==> config.mk <==
export PLATFORM = sky130hd
export DESIGN_NAME = serial_pattern_scan_ctrl
export DESIGN_NICKNAME = d
export VERILOG_FILES = /design/src/rtl/scan_pkg.sv /design/src/rtl/pattern_bit_detector.sv /design/src/rtl/serial_pattern_scan_ctrl.sv
export SDC_FILE = /design/constraint.sdc
export NUM_CORES = 1
export LEC_CHECK = 0
export ABC_AREA = 1
export BUFFER_PORTS_ARGS = -buffer_cell sky130_fd_sc_hd__buf_2
export CAP_MARGIN = 20
export CORE_MARGIN = 3
export CORE_UTILIZATION = 52
export DETAILED_ROUTE_END_ITERATION = 8
export GPL_TIMING_DRIVEN = 0
export PLACE_DENSITY = 0.75
export SYNTH_ARGS = -nofsm -noshare
export SYNTH_HDL_FRONTEND = slang
export SYNTH_SLANG_ARGS = --single-unit
==> constraint.sdc <==
create_clock -name clk -period 1.9 [get_ports clk]
set_input_delay 0.38 -clock clk [delete_from_list [all_inputs] [get_ports clk]]
set_output_delay 0.38 -clock clk [all_outputs]
set_load 0.05 [all_outputs]
==> src/rtl/scan_pkg.sv <==
// Shared types and defaults for the serial pattern scan controller.
//   state_t    : controller FSM states (IDLE, SHIFT, REPORT)
//   DEF_*      : default parameter values
//   clamp_len(): maps a raw pattern-length request onto 1..max_len
package scan_pkg;

  typedef enum logic [1:0] {
    IDLE,
    SHIFT,
    REPORT
  } state_t;

  localparam int unsigned DEF_DATA_W  = 8;
  localparam int unsigned DEF_PAT_MAX = 4;
  localparam int unsigned DEF_CNT_W   = 4;

  // A zero length would match every bit and lengths beyond the history
  // cannot be compared, so both ends are pulled into range.
  function automatic int unsigned clamp_len(input int unsigned len,
                                            input int unsigned max_len);
    if (len == 0)            return 1;
    else if (len > max_len)  return max_len;
    else                     return len;
  endfunction

endpackage

==> src/rtl/pattern_bit_detector.sv <==
// Mealy bit-pattern detector fed one bit per step.
//   clk, rst : clock, synchronous active-high reset
//   din      : current serial bit
//   step     : din is valid this cycle; history advances on the edge
//   clr      : clear history and seen-counter (new configuration)
//   pat_q    : pattern, bit [len_q-1] oldest, bit 0 newest
//   len_q    : pattern length, 1..PAT_MAX
//   hit      : combinational match of {history, din} against the pattern
// Build option SCAN_NO_OVERLAP_EN: a hit also clears history and seen, so
// consecutive matches never share bits.
module pattern_bit_detector
  import scan_pkg::*;
#(
  parameter int unsigned PAT_MAX = DEF_PAT_MAX
) (
  input  logic                         clk,
  input  logic                         rst,
  input  logic                         din,
  input  logic                         step,
  input  logic                         clr,
  input  logic [PAT_MAX-1:0]           pat_q,
  input  logic [$clog2(PAT_MAX+1)-1:0] len_q,
  output logic                         hit
);

  localparam int unsigned LEN_W = $clog2(PAT_MAX + 1);
  localparam logic [LEN_W-1:0] SEEN_MAX = LEN_W'(PAT_MAX);

  logic [PAT_MAX-2:0] hist, hist_d;
  logic [LEN_W-1:0]   seen, seen_d;
  logic [PAT_MAX-1:0] window, mask;
  logic [LEN_W:0]     seen_p1;

  always_comb begin
    window  = {hist, din};
    seen_p1 = {1'b0, seen} + (LEN_W + 1)'(1);
    mask    = '0;
    for (int unsigned i = 0; i < PAT_MAX; i++) begin
      mask[i] = (i < 32'(len_q));
    end
    hit = step && (seen_p1 >= {1'b0, len_q}) &&
          ((window & mask) == (pat_q & mask));
  end

  always_comb begin
    hist_d = hist;
    seen_d = seen;
    if (clr) begin
      hist_d = '0;
      seen_d = '0;
    end else if (step) begin
      hist_d = window[PAT_MAX-2:0];
      if (seen != SEEN_MAX) seen_d = seen + LEN_W'(1);
`ifdef SCAN_NO_OVERLAP_EN
      if (hit) begin
        hist_d = '0;
        seen_d = '0;
      end
`endif
    end
  end

  always_ff @(posedge clk) begin
    if (rst) begin
      hist <= '0;
      seen <= '0;
    end else begin
      hist <= hist_d;
      seen <= seen_d;
    end
  end

endmodule

==> src/rtl/serial_pattern_scan_ctrl.sv <==
// Serialises parallel words MSB first into a pattern detector, counts the
// hits per word and reports a summary over a valid/ready handshake.
//   clk, rst           : clock, synchronous active-high reset
//   cfg_we/pat/len     : configuration write (honoured only in IDLE)
//   in_valid/ready/data: word input handshake
//   out_valid/ready    : summary handshake
//   out_hits           : hits in the word (saturating)
//   out_first          : bit index of the first hit, 0 = MSB
//   out_any            : at least one hit
//   busy               : controller not in IDLE
// Build option SCAN_NO_OVERLAP_EN (in pattern_bit_detector): non-overlapping
// match counting.
module serial_pattern_scan_ctrl
  import scan_pkg::*;
#(
  parameter int unsigned DATA_W  = DEF_DATA_W,
  parameter int unsigned PAT_MAX = DEF_PAT_MAX,
  parameter int unsigned CNT_W   = DEF_CNT_W
) (
  input  logic                         clk,
  input  logic                         rst,
  input  logic                         cfg_we,
  input  logic [PAT_MAX-1:0]           cfg_pat,
  input  logic [$clog2(PAT_MAX+1)-1:0] cfg_len,
  input  logic                         in_valid,
  output logic                         in_ready,
  input  logic [DATA_W-1:0]            in_data,
  output logic                         out_valid,
  input  logic                         out_ready,
  output logic [CNT_W-1:0]             out_hits,
  output logic [$clog2(DATA_W)-1:0]    out_first,
  output logic                         out_any,
  output logic                         busy
);

  localparam int unsigned LEN_W = $clog2(PAT_MAX + 1);
  localparam int unsigned IDX_W = $clog2(DATA_W);

  state_t              state, state_d;
  logic [PAT_MAX-1:0]  pat_q;
  logic [LEN_W-1:0]    len_q;
  logic [DATA_W-1:0]   data_q;
  logic [IDX_W-1:0]    idx;
  logic [CNT_W-1:0]    hits_q;
  logic [IDX_W-1:0]    first_q;
  logic                cfg_take, accept, step, hit;

  assign cfg_take = cfg_we && (state == IDLE);
  assign accept   = in_valid && (state == IDLE);
  assign step     = (state == SHIFT);

  // Config is registered on the accepting edge, so a same-cycle write
  // already governs the first SHIFT step of that word.
  pattern_bit_detector #(.PAT_MAX(PAT_MAX)) u_det (
    .clk   (clk),
    .rst   (rst),
    .din   (data_q[DATA_W-1]),
    .step  (step),
    .clr   (cfg_take),
    .pat_q (pat_q),
    .len_q (len_q),
    .hit   (hit)
  );

  always_comb begin
    state_d   = state;
    in_ready  = 1'b0;
    out_valid = 1'b0;
    case (state)
      IDLE: begin
        in_ready = 1'b1;
        if (in_valid) state_d = SHIFT;
      end
      SHIFT: begin
        if (idx == IDX_W'(DATA_W - 1)) state_d = REPORT;
      end
      REPORT: begin
        out_valid = 1'b1;
        if (out_ready) state_d = IDLE;
      end
      default: state_d = IDLE;
    endcase
  end

  always_ff @(posedge clk) begin
    if (rst) begin
      state   <= IDLE;
      pat_q   <= '0;
      len_q   <= LEN_W'(PAT_MAX);
      data_q  <= '0;
      idx     <= '0;
      hits_q  <= '0;
      first_q <= '0;
    end else begin
      state <= state_d;
      if (cfg_take) begin
        pat_q <= cfg_pat;
        len_q <= LEN_W'(clamp_len(32'(cfg_len), PAT_MAX));
      end
      if (accept) begin
        data_q  <= in_data;
        idx     <= '0;
        hits_q  <= '0;
        first_q <= '0;
      end else if (step) begin
        // Word is shifted left so the bit under test is always the MSB.
        data_q <= {data_q[DATA_W-2:0], 1'b0};
        idx    <= idx + IDX_W'(1);
        if (hit) begin
          if (hits_q == '0) first_q <= idx;
          if (hits_q != '1) hits_q  <= hits_q + CNT_W'(1);
        end
      end
    end
  end

  assign out_hits  = hits_q;
  assign out_first = first_q;
  assign out_any   = (hits_q != '0);
  assign busy      = (state != IDLE);

endmodule

==> impl_metrics.tcl <==
set metrics [dict create \
    outcome "completed" \
    rsz0062_at_grt "true" \
    finClkSkew_ps 9.10 \
    cts_sinks 33 \
    ioPinCount 31 \
    drtIter0Drc 48 \
    timing.final.crit_period_ps 1780 \
    clockRootBuffer "clkbuf_4" \
    syn_area_mm2 0.00175 \
    grt_pass1_wl_um 5870 \
    holdCritPathClass "in -> reg" \
    drc 0 \
    ys_seq_area_share_pct 37.8 \
    n_antenna_cell 0 \
    die_w_um 64.0 \
    crit_required_ps 1520 \
    timing.final.crit_share_pct 93.4 \
    fin_cells 303 \
    clk_pin_slew_ps 100 \
    cts_setup_buffers 0 \
    fmaxAchievable_mhz 563 \
    wirelength_um 3200 \
    peakVddDrop_mv 0.616 \
    cap_violations 0 \
    worstPathCellList "inv_1 -> ha_1 -> nand2_1 -> nor2_2 -> inv_1 -> clkbuf_4" \
    hpwl_um 2500 \
    crit_path_start_kind "register" \
    crit_type "reg -> out" \
    insertion_delay_ps 310 \
    post_cts_resized 0 \
    end_kind "output port" \
    synthTopCellsByArea "dfxtp_1 38%, nand2_1 15%, a21oi_2 6.5%, ha_1 6.4%, inv_1 4.9%" \
    p_total_uw 1460 \
    numCtsBuffers 5 \
    cp_max_fo 5 \
    synth_cell_types 31 \
    drt-pass1-iter-count 4 \
    synth_top_area_share_pct 37.8 \
    nets 287 \
    critical_path.max_stage_delay_ps 350 \
    cts_max_path_buffers 2 \
    postSynthRegisterBits 33 \
    slowest_stage "dfxtp_1" \
    initial_core_util_pct 55.8 \
    drv_slew 0 \
    ys_warn_count 0 \
    core_mm2 0.00313 \
    antenna_found_initial 0 \
    worst_pin_slew_ps 416 \
    synth_flop_cell "dfxtp_1" \
    ant_nets 0 \
    cts-hold-fix-buffers 0 \
    syn_nets 251 \
    dpl.cell_count 295 \
    p_per_area_mw_per_mm2 723 \
    grt.overflow.total 0 \
    grt_max_degree 11 \
    layout-drive-gt1-share_pct 30.1 \
    die_h_um 64.0 \
    grt_use_total_pct 17.8 \
    gp_congestion 0.805 \
    area_growth_pct 15.8 \
    portBuffers 29 \
    maxSlewHeadroom_pct 72.3 \
    via_count 1489 \
    die_area_mm2 0.00409 \
    synth_top_cell_by_area "dfxtp_1" \
    setup_viol 0 \
    synth_enable_flop_cells 0 \
    synth_area_per_cell_um2 7.87 \
    syn_inst 222 \
    async_reset_ff_share_pct 0 \
    leakage_uw 0.000877 \
    cts_tree "yes" \
    arrival_ps 1400 \
    final_core_util_pct 64.7 \
    routedWlPerCell_um 10.6 \
    via_per_inst 4.91 \
    fp-row-count 20 \
    cp_common_cell "inv_1" \
    grt_pass1_vias 1448 \
    hold_viol_final 0 \
    hold_ws_ps 303 \
    htreeDepth 2 \
]
-- critical path, delay by kind of cell, from the launching register on --
family	cells	cell delay [ps]
buffers and inverters	3	360
DFF	1	350
and+or+nand+nor	2	240
adders and majority gates	1	150
-- final timing paths --
kind,from,end,cells past startpoint,slack (ps)
worst max register to register,u_det.seen[0],out_first[1],10,150
worst min-delay path,in_data[0],data_q[0],3,300
worst min register to register,data_q[0],data_q[0],2,470
worst max-delay path,out_hits[0],out_any,6,120
-- flip-flops by register name, summed over array words and instances, names as in the netlist --
signal,cells
len_q,3
state,2
idx,3
out_first,3
u_det.seen,3
pat_q,4
out_hits,4
data_q,8
u_det.hist,3
-- metal layers --
| layer | routed length [µm] | up-vias | GRT usage [%] | share of wire, % |
|---|---|---|---|---|
| met5 | 0 | - | 0 | 0 |
| met4 | 21 | 0 | 5.12 | 0.66 |
| met3 | 133 | 2 | 4.39 | 4.2 |
| met2 | 1590 | 31 | 31.1 | 50 |
| met1 | 1460 | 670 | 21.4 | 46 |
| li1 | - | 786 | - | - |
-- synthesized netlist by cell type, types with 4 or more instances --
cell type / instances
dfxtp_1: 33
inv_2: 6
nand3_1: 4
ha_1: 9
a211oi_1: 4
nand2_1: 69
a21oi_2: 13
inv_1: 23
nand4_1: 6
nor2_1: 14
a31oi_1: 7
-- metrics by stage --
stage | worst slack (ps) | cell area (µm²) | TNS, ps
floorplan | 48.2 | 1750 | 0
finish | 125 | 2020 | 0
CTS | 16.1 | 2020 | 0
global route | -7.16 | 2020 | -7.16
global placement | 128 | 1950 | 0
detailed placement | 104 | 1950 | 0
-- cell type report --
class / instances / area (µm²)
plain buffers: 4 / 25.0
clock buffers: 7 / 65.1
clock inverters: 1 / 5.00
fillers: 276 / 1100
inverters: 31 / 119
multi-input cells: 154 / 945
flip-flops and latches: 33 / 662
well taps: 44 / 55.1
repair buffers: 29 / 148
-- placed cells by master (no fill, tap or decap) --
master,instances
a211oi_1,4
xor2_1,3
nand2_1,69
nor2_2,4
nor2_8,2
o21ba_2,1
o21bai_1,1
nand2_4,2
nand2_2,2
buf_6,1
clkbuf_4,6
ha_1,9
clkbuf_1,1
xnor2_1,1
clkinv_2,1
clkinv_1,1
o22ai_1,3
buf_2,30
inv_4,1
a31oi_1,7
a21oi_1,3
clkbuf_8,2
nand2_8,1
nand4_1,6
nand3_1,4
a21oi_2,13
dfxtp_1,32
inv_1,23
nand3_4,2
inv_2,6
o21ai_1,1
nor2_4,2
nor2_1,13
dfxtp_2,1
nand3_2,1
-- cells by family (layout without fill, tap and decap cells) --
logic type,after synthesis,count (layout),share of synthesized area (%)
XOR/XNOR,4,4,2.01
flip-flops,33,33,37.8
AO/OA/AOI/OAI,33,33,14.0
buffers and inverters,35,72,8.24
AND/OR/NAND/NOR,108,108,31.5
adder cells (fa/ha/maj),9,9,6.45
-- power by group --
group          total [µW]  internal (µW)  switching (µW)
registers             746            724            22.5
clock network         445            215             231
logic                 271           94.3             177
total                1460           1030             430
(Power assumes the default switching activity.)
